`config.mk`:
```
export PLATFORM = sky130hd
export DESIGN_NAME = mem_port_arbiter
export DESIGN_NICKNAME = d
export VERILOG_FILES = /design/src/rtl/mem_port_arbiter.sv
export SDC_FILE = /design/constraint.sdc
export NUM_CORES = 1
export LEC_CHECK = 0
export ABC_AREA = 0
export CAP_MARGIN = 20
export CORE_MARGIN = 3
export CORE_UTILIZATION = 43
export DETAILED_ROUTE_END_ITERATION = 16
export PLACE_DENSITY = 0.94
export SETUP_SLACK_MARGIN = 0.5
export SYNTH_ARGS = -nofsm -noshare
export SYNTH_HDL_FRONTEND = slang
export SYNTH_SLANG_ARGS = --single-unit
```
`constraint.sdc`:
```
create_clock -name clk -period 2.9 [get_ports clk]
set_input_delay 0.725 -clock clk [delete_from_list [all_inputs] [get_ports clk]]
set_output_delay 0.725 -clock clk [all_outputs]
set_load 0.005 [all_outputs]
```
`src/rtl/mem_port_arbiter.sv`:
```
// rtl/mem_port_arbiter.sv - IF/LS arbiter for a single-port unified memory
// LS has fixed priority; IF is forced through after STARVE_LIMIT consecutive losses.
module mem_port_arbiter #(
  parameter int AW           = 32,
  parameter int DW           = 32,
  parameter int STARVE_LIMIT = 4,
  parameter int TIMEOUT      = 16
) (
  input  logic            clk,
  input  logic            rst,
  input  logic            if_req_valid,
  input  logic [AW-1:0]   if_req_addr,
  output logic            if_req_ready,
  output logic            if_rsp_valid,
  output logic [DW-1:0]   if_rsp_data,
  output logic            if_rsp_err,
  input  logic            ls_req_valid,
  input  logic            ls_req_we,
  input  logic [AW-1:0]   ls_req_addr,
  input  logic [DW-1:0]   ls_req_wdata,
  input  logic [DW/8-1:0] ls_req_wstrb,
  output logic            ls_req_ready,
  output logic            ls_rsp_valid,
  output logic [DW-1:0]   ls_rsp_rdata,
  output logic            ls_rsp_err,
  output logic            mem_req,
  output logic            mem_we,
  output logic [AW-1:0]   mem_addr,
  output logic [DW-1:0]   mem_wdata,
  output logic [DW/8-1:0] mem_wstrb,
  input  logic            mem_ack,
  input  logic [DW-1:0]   mem_rdata
);

  localparam int TW = (TIMEOUT > 2) ? $clog2(TIMEOUT) : 1;
  localparam int SW = (STARVE_LIMIT > 0) ? $clog2(STARVE_LIMIT + 1) : 1;

  typedef enum logic [1:0] {
    IDLE   = 2'd0,
    ACCESS = 2'd1,
    RESP   = 2'd2
  } state_e;

  state_e            state_q, state_d;
  logic              owner_ls_q, owner_ls_d;
  logic [TW-1:0]     timer_q, timer_d;
  logic [SW-1:0]     starve_cnt_q, starve_cnt_d;
  logic              mem_req_q, mem_req_d;
  logic              mem_we_q, mem_we_d;
  logic [AW-1:0]     mem_addr_q, mem_addr_d;
  logic [DW-1:0]     mem_wdata_q, mem_wdata_d;
  logic [DW/8-1:0]   mem_wstrb_q, mem_wstrb_d;
  logic              if_rsp_valid_q, if_rsp_valid_d;
  logic [DW-1:0]     if_rsp_data_q, if_rsp_data_d;
  logic              if_rsp_err_q, if_rsp_err_d;
  logic              ls_rsp_valid_q, ls_rsp_valid_d;
  logic [DW-1:0]     ls_rsp_rdata_q, ls_rsp_rdata_d;
  logic              ls_rsp_err_q, ls_rsp_err_d;

  logic              if_starved;
  logic              ls_win;
  logic              if_win;
  logic              done;
  logic              rsp_err;
  logic [DW-1:0]     rsp_data;

  // Grants are only offered in IDLE; reset suppresses them so no handshake is lost.
  always_comb begin
    if_starved = (starve_cnt_q >= SW'(STARVE_LIMIT));
    ls_win     = 1'b0;
    if_win     = 1'b0;
    if (state_q == IDLE && !rst) begin
      if (ls_req_valid && !(if_req_valid && if_starved)) begin
        ls_win = 1'b1;
      end else if (if_req_valid) begin
        if_win = 1'b1;
      end
    end
  end

  assign if_req_ready = if_win;
  assign ls_req_ready = ls_win;

  always_comb begin
    state_d        = state_q;
    owner_ls_d     = owner_ls_q;
    timer_d        = timer_q;
    starve_cnt_d   = starve_cnt_q;
    mem_req_d      = mem_req_q;
    mem_we_d       = mem_we_q;
    mem_addr_d     = mem_addr_q;
    mem_wdata_d    = mem_wdata_q;
    mem_wstrb_d    = mem_wstrb_q;
    if_rsp_valid_d = 1'b0;
    if_rsp_data_d  = if_rsp_data_q;
    if_rsp_err_d   = 1'b0;
    ls_rsp_valid_d = 1'b0;
    ls_rsp_rdata_d = ls_rsp_rdata_q;
    ls_rsp_err_d   = 1'b0;
    done           = 1'b0;
    rsp_err        = 1'b0;
    rsp_data       = '0;

    case (state_q)
      IDLE: begin
        if (ls_win || if_win) begin
          state_d    = ACCESS;
          owner_ls_d = ls_win;
          timer_d    = '0;
          mem_req_d  = 1'b1;
          if (ls_win) begin
            mem_we_d    = ls_req_we;
            mem_addr_d  = ls_req_addr;
            mem_wdata_d = ls_req_wdata;
            mem_wstrb_d = ls_req_we ? ls_req_wstrb : '0;
            if (if_req_valid && !if_starved) begin
              starve_cnt_d = starve_cnt_q + SW'(1);
            end
          end else begin
            mem_we_d     = 1'b0;
            mem_addr_d   = if_req_addr;
            mem_wdata_d  = '0;
            mem_wstrb_d  = '0;
            starve_cnt_d = '0;
          end
        end
      end

      ACCESS: begin
        timer_d = timer_q + TW'(1);
        done    = mem_ack || (timer_q == TW'(TIMEOUT - 1));
        if (done) begin
          state_d   = RESP;
          mem_req_d = 1'b0;
          rsp_err   = !mem_ack;
          // Stores and aborted accesses return zero data.
          rsp_data  = (mem_ack && !mem_we_q) ? mem_rdata : '0;
          if (owner_ls_q) begin
            ls_rsp_valid_d = 1'b1;
            ls_rsp_err_d   = rsp_err;
            ls_rsp_rdata_d = rsp_data;
          end else begin
            if_rsp_valid_d = 1'b1;
            if_rsp_err_d   = rsp_err;
            if_rsp_data_d  = rsp_data;
          end
        end
      end

      RESP: begin
        state_d = IDLE;
      end

      default: begin
        state_d = IDLE;
      end
    endcase
  end

  always_ff @(posedge clk) begin
    if (rst) begin
      state_q        <= IDLE;
      owner_ls_q     <= 1'b0;
      timer_q        <= '0;
      starve_cnt_q   <= '0;
      mem_req_q      <= 1'b0;
      mem_we_q       <= 1'b0;
      mem_addr_q     <= '0;
      mem_wdata_q    <= '0;
      mem_wstrb_q    <= '0;
      if_rsp_valid_q <= 1'b0;
      if_rsp_data_q  <= '0;
      if_rsp_err_q   <= 1'b0;
      ls_rsp_valid_q <= 1'b0;
      ls_rsp_rdata_q <= '0;
      ls_rsp_err_q   <= 1'b0;
    end else begin
      state_q        <= state_d;
      owner_ls_q     <= owner_ls_d;
      timer_q        <= timer_d;
      starve_cnt_q   <= starve_cnt_d;
      mem_req_q      <= mem_req_d;
      mem_we_q       <= mem_we_d;
      mem_addr_q     <= mem_addr_d;
      mem_wdata_q    <= mem_wdata_d;
      mem_wstrb_q    <= mem_wstrb_d;
      if_rsp_valid_q <= if_rsp_valid_d;
      if_rsp_data_q  <= if_rsp_data_d;
      if_rsp_err_q   <= if_rsp_err_d;
      ls_rsp_valid_q <= ls_rsp_valid_d;
      ls_rsp_rdata_q <= ls_rsp_rdata_d;
      ls_rsp_err_q   <= ls_rsp_err_d;
    end
  end

  assign mem_req      = mem_req_q;
  assign mem_we       = mem_we_q;
  assign mem_addr     = mem_addr_q;
  assign mem_wdata    = mem_wdata_q;
  assign mem_wstrb    = mem_wstrb_q;
  assign if_rsp_valid = if_rsp_valid_q;
  assign if_rsp_data  = if_rsp_data_q;
  assign if_rsp_err   = if_rsp_err_q;
  assign ls_rsp_valid = ls_rsp_valid_q;
  assign ls_rsp_rdata = ls_rsp_rdata_q;
  assign ls_rsp_err   = ls_rsp_err_q;

endmodule

```
==> impl_results.md <==
* Register share of total power at 43.0%
* Via count of the first global-routing pass at 5577
* Outcome: completed
* Number of nets still failing antenna checks after routing at 0
* Startpoint type of the worst setup path: input port
* Pin count of the biggest net entering global routing at 73
* Clock Sinks at 148
* Fraction of the cycle the final worst path needs at 82.0%
* Area of the mapped netlist at 5450 sq um
* Instance count of the mapped netlist at 569
* Max-slew violation count at 0
* P&R area growth vs syn at 63.8%
* Maximum achievable frequency at 421 MHz
* Maximum level of the CTS H-tree at 4
* Clock latency on the worst-skew pair at 420 ps
* Startpoint of the worst hold path: mem_wdata[0]$_SDFFE_PP0P_
* Smallest hold slack at 476 ps
* Power density relative to cell area at 569 nW/um^2
* Internal cell power at 3880 uW
* Number of antenna violations at the first check in global routing at 0
* Worst Hold Path EP: mem_wdata[0]$_SDFFE_PP0P_
* Worst Tran Pin Value at 751 ps
* Global-route wire length before repair at 29800 microns
* Period minus WS final at 2380 ps
* Nets at 963
* Cells taking the most area after synthesis: sky130_fd_sc_hd__dfxtp_1 54%, sky130_fd_sc_hd__a22o_1 10%, sky130_fd_sc_hd__a21oi_1 6.7%
* Register-to-register setup slack at 980 ps
* Vias per std cell at 5.70
* Total via count after detailed routing at 5715
* Worst rel slew slack at 50.0%
* Number of buffers inserted by port buffering at 277
* TritonCTS clock tree: done
* Total half-perimeter wirelength after legalization and detailed placement at 12800 microns
* Floorplan die height at 119 microns
* Initial cell density of the core at 44.7%
* RSZ-0062 raised after global routing: false
* Slowest cell on the critical path: sky130_fd_sc_hd__or4b_4
* DRT Wirelength at 19000 microns
* CP most frequent cell: sky130_fd_sc_hd__buf_2
* Portion of total power attributed to combinational logic at 14.9%
* Num CTS Buffers at 17
* Leakage Power at 0.00324 uW
* Max-capacitance violation count at 0
* Filler cells at 868
* Die extent in x at 119 microns
* Hold Vio Cnt, Final at 0
* Setup repair bufs after CTS at 0
* Clock-pin slew reported for the worst setup and hold paths after clock tree synthesis at 60 ps
* Length of the first detailed-routing pass in iterations at 5
* Clock Tree Buf Depth at 2
* Overflow left after global routing at 0
* GR Util All Layers at 26.3%
* Fraction of synthesized cell area taken by the top area cell type at 54.3%
* Yosys reg bits at 148
* Final count of negative-setup-slack endpoints at 0
* Sequential cell area at 2960 sq um
* Ordered cell list for the critical path: buf_2, or4b_4, nor2_4, buf_2
* Post-synth cell types at 42
* Routability-driven placement congestion ratio at 0.790
* Hold crit path type: reg -> reg
* Buffer type at the clock tree root: sky130_fd_sc_hd__clkbuf_16
* Total nets after synthesis at 709
* Placeable core region at 12200 sq um
* Area of combinational cells with multiple inputs at 2260 sq um
* Fraction of layout cells with a size suffix above 1 at 8.15%
* Die Area at 14100 sq um
* Antenna fix cells at 0
* Post-synthesis average cell area at 9.59 sq um
* Count of cells along the worst register-to-register path at 5
* Worst vdd ir at 0.516 mV
* Number of rows created at floorplan at 40
* Sequential area share after synthesis at 54.3%
* Worst setup path startpoint: rst
* Kind of end point of the critical path: output port
* R2R Path Start: state_q[1]$_SDFFE_PP0P_
* Worst Path Arrival at 1650 ps
* Peak per-stage delay on the critical path at 520 ps
* Violation count after the first detailed-routing iteration at 491
* Net switching component of the power at 1200 uW
* Number of DRC violations after detailed routing at 0
* Crit Path Class: in -> out
* Setup clock skew after layout at 7.24 ps
* Fraction of power consumed by the clock network at 42.1%
* Library cell with the largest summed area after synthesis: sky130_fd_sc_hd__dfxtp_1
* Drt wl/cell at 19.0 microns
* Setup tns final at 0 ps
* Boundary pin count at 278
* Required time of the critical path at 2170 ps
* Synth Warn # at 0
* Reg-to-Reg End: mem_addr[21]$_SDFFE_PP0P_
* Net switching share of the total power at 23.7%
* Cells on Worst Hold Path at 2
* CP Max Fanout at 5
[layer usage]
layer	share of wire (%)	track usage [%]	vias to the layer above
met5	0	0	-
met4	2.3	9.12	0
met3	11	11.8	39
met2	50	44.5	304
met1	37	29.2	2733
li1	-	-	2639
[Yosys cell counts]
| cell | number |
|---|---|
| sky130_fd_sc_hd__o21ai_1 | 9 |
| sky130_fd_sc_hd__a2111oi_0 | 1 |
| sky130_fd_sc_hd__nor3_2 | 1 |
| sky130_fd_sc_hd__nand2b_1 | 1 |
| sky130_fd_sc_hd__a31o_1 | 1 |
| sky130_fd_sc_hd__nor3_1 | 4 |
| sky130_fd_sc_hd__or2_2 | 1 |
| sky130_fd_sc_hd__nor2_1 | 6 |
| sky130_fd_sc_hd__ha_1 | 2 |
| sky130_fd_sc_hd__nand4_1 | 5 |
| sky130_fd_sc_hd__nand2_1 | 36 |
| sky130_fd_sc_hd__or3_1 | 3 |
| sky130_fd_sc_hd__buf_1 | 1 |
| sky130_fd_sc_hd__a21oi_2 | 1 |
| sky130_fd_sc_hd__nor3b_1 | 1 |
| sky130_fd_sc_hd__buf_6 | 1 |
| sky130_fd_sc_hd__a22o_1 | 64 |
| sky130_fd_sc_hd__nor3b_2 | 1 |
| sky130_fd_sc_hd__inv_1 | 2 |
| sky130_fd_sc_hd__a311oi_1 | 32 |
| sky130_fd_sc_hd__dfxtp_1 | 148 |
| sky130_fd_sc_hd__a211oi_1 | 1 |
| sky130_fd_sc_hd__nor3_4 | 1 |
| sky130_fd_sc_hd__buf_2 | 19 |
| sky130_fd_sc_hd__o21ai_0 | 62 |
| sky130_fd_sc_hd__nand4bb_1 | 1 |
| sky130_fd_sc_hd__a31o_2 | 1 |
| sky130_fd_sc_hd__a21boi_0 | 1 |
| sky130_fd_sc_hd__or4b_4 | 1 |
| sky130_fd_sc_hd__a31oi_1 | 4 |
| sky130_fd_sc_hd__o31a_1 | 1 |
| sky130_fd_sc_hd__buf_4 | 1 |
| sky130_fd_sc_hd__o31ai_1 | 1 |
| sky130_fd_sc_hd__nand3_1 | 36 |
| sky130_fd_sc_hd__a21oi_1 | 73 |
| sky130_fd_sc_hd__nor2b_2 | 1 |
| sky130_fd_sc_hd__nor2b_1 | 1 |
| sky130_fd_sc_hd__clkbuf_1 | 39 |
| sky130_fd_sc_hd__nor2_4 | 1 |
| sky130_fd_sc_hd__and2_1 | 1 |
| sky130_fd_sc_hd__nand3b_1 | 1 |
| sky130_fd_sc_hd__a21bo_2 | 1 |
[worst max-delay path by stage]
stage,cells after the start,end
4_1_cts,4,if_req_ready
2_1_floorplan,4,ls_req_ready
5_1_grt,4,if_req_ready
3_3_place_gp,4,if_req_ready
3_5_place_dp,4,if_req_ready
6_report,4,if_req_ready
[stage by stage]
stage / utilization, % / instances / power [uW] / worst slack [ps] / area, sq um
after floorplan: - / 569 / 2510 / 688 / 5450
after global placement: 68.5 / 972 / 2960 / -289 / 8370
after detailed placement: 68.5 / 972 / 2980 / -277 / 8370
after CTS: 73.2 / 1002 / 5120 / 534 / 8940
after global routing: 73.2 / 1002 / 5280 / 501 / 8940
final: 73.2 / 1002 / 5080 / 523 / 8940
[flip-flops by register name, indices dropped and copies added, names as in the netlist]
name,cells
if_rsp_data,32
ls_rsp_rdata,32
mem_addr,32
mem_wdata,32
mem_wstrb,4
timer_q,4
starve_cnt_q,3
state_q,2
if_rsp_err,1
if_rsp_valid,1
ls_rsp_err,1
ls_rsp_valid,1
mem_req,1
mem_we,1
owner_ls_q,1
[cell usage in the layout (no fill, tap or decap), drive strengths merged]
| cell type | netlist | final |
|---|---|---|
| nand2 | 36 | 36 |
| nand3 | 36 | 36 |
| a211oi | 1 | 1 |
| nand4bb | 1 | 1 |
| a31oi | 4 | 4 |
| o31ai | 1 | 1 |
| clkbuf | 39 | 21 |
| or4b | 1 | 1 |
| nor2 | 7 | 7 |
| o31a | 1 | 1 |
| a2111oi | 1 | 1 |
| nor2b | 2 | 2 |
| bufinv | 0 | 2 |
| or2 | 1 | 1 |
| buf | 22 | 23 |
| nand4 | 5 | 5 |
| a311oi | 32 | 32 |
| a21boi | 1 | 1 |
| o21ai | 71 | 71 |
| nand3b | 1 | 1 |
| nor3 | 6 | 6 |
| dfxtp | 148 | 148 |
| clkinv | 0 | 5 |
| nor3b | 2 | 2 |
| dlygate4sd2 | 0 | 1 |
| clkdlybuf4s50 | 0 | 272 |
| nand2b | 1 | 1 |
| ha | 2 | 2 |
| a31o | 2 | 2 |
| inv | 2 | 4 |
| and2 | 1 | 1 |
| or3 | 3 | 3 |
| a21oi | 74 | 74 |
| a21bo | 1 | 1 |
| a22o | 64 | 64 |
[worst max-delay path: cells and delay by family]
kind	cells	cell delay, ps
AND/OR/NAND/NOR	2	660
buffers and inverters	2	270
[power by group through the flow]
stage,clock network (uW),logic (uW),registers [uW]
floorplan,0,277,2230
global placement,0,739,2220
detailed placement,0,752,2230
CTS,2170,758,2180
global route,2270,814,2200
finish,2140,760,2190
[repair_timing]
action,CTS,global route
hold buffers,0,0
resized for setup,16,0
setup endpoints to repair,2,0
hold endpoints to repair,0,0
[cell type report]
class | instances | area share (%)
clock buffers | 21 | 5.26
multi-input cells | 358 | 25.3
well taps | 168 | 2.35
clock inverters | 9 | 1.15
repair buffers | 296 | 32.7
flip-flops and latches | 148 | 33.2
inverters | 2 | 0.0840
[logic make-up (layout without fill, tap and decap cells)]
family / count (synthesis) / in the layout / share of synthesized area, %
compound gates: 253 / 253 / 30.5
flops: 148 / 148 / 54.3
simple gates: 103 / 103 / 9.75
buf+inv: 63 / 328 / 4.98
fa+ha+maj: 2 / 2 / 0.459
No activity file was read; power rests on OpenSTA's default activity.
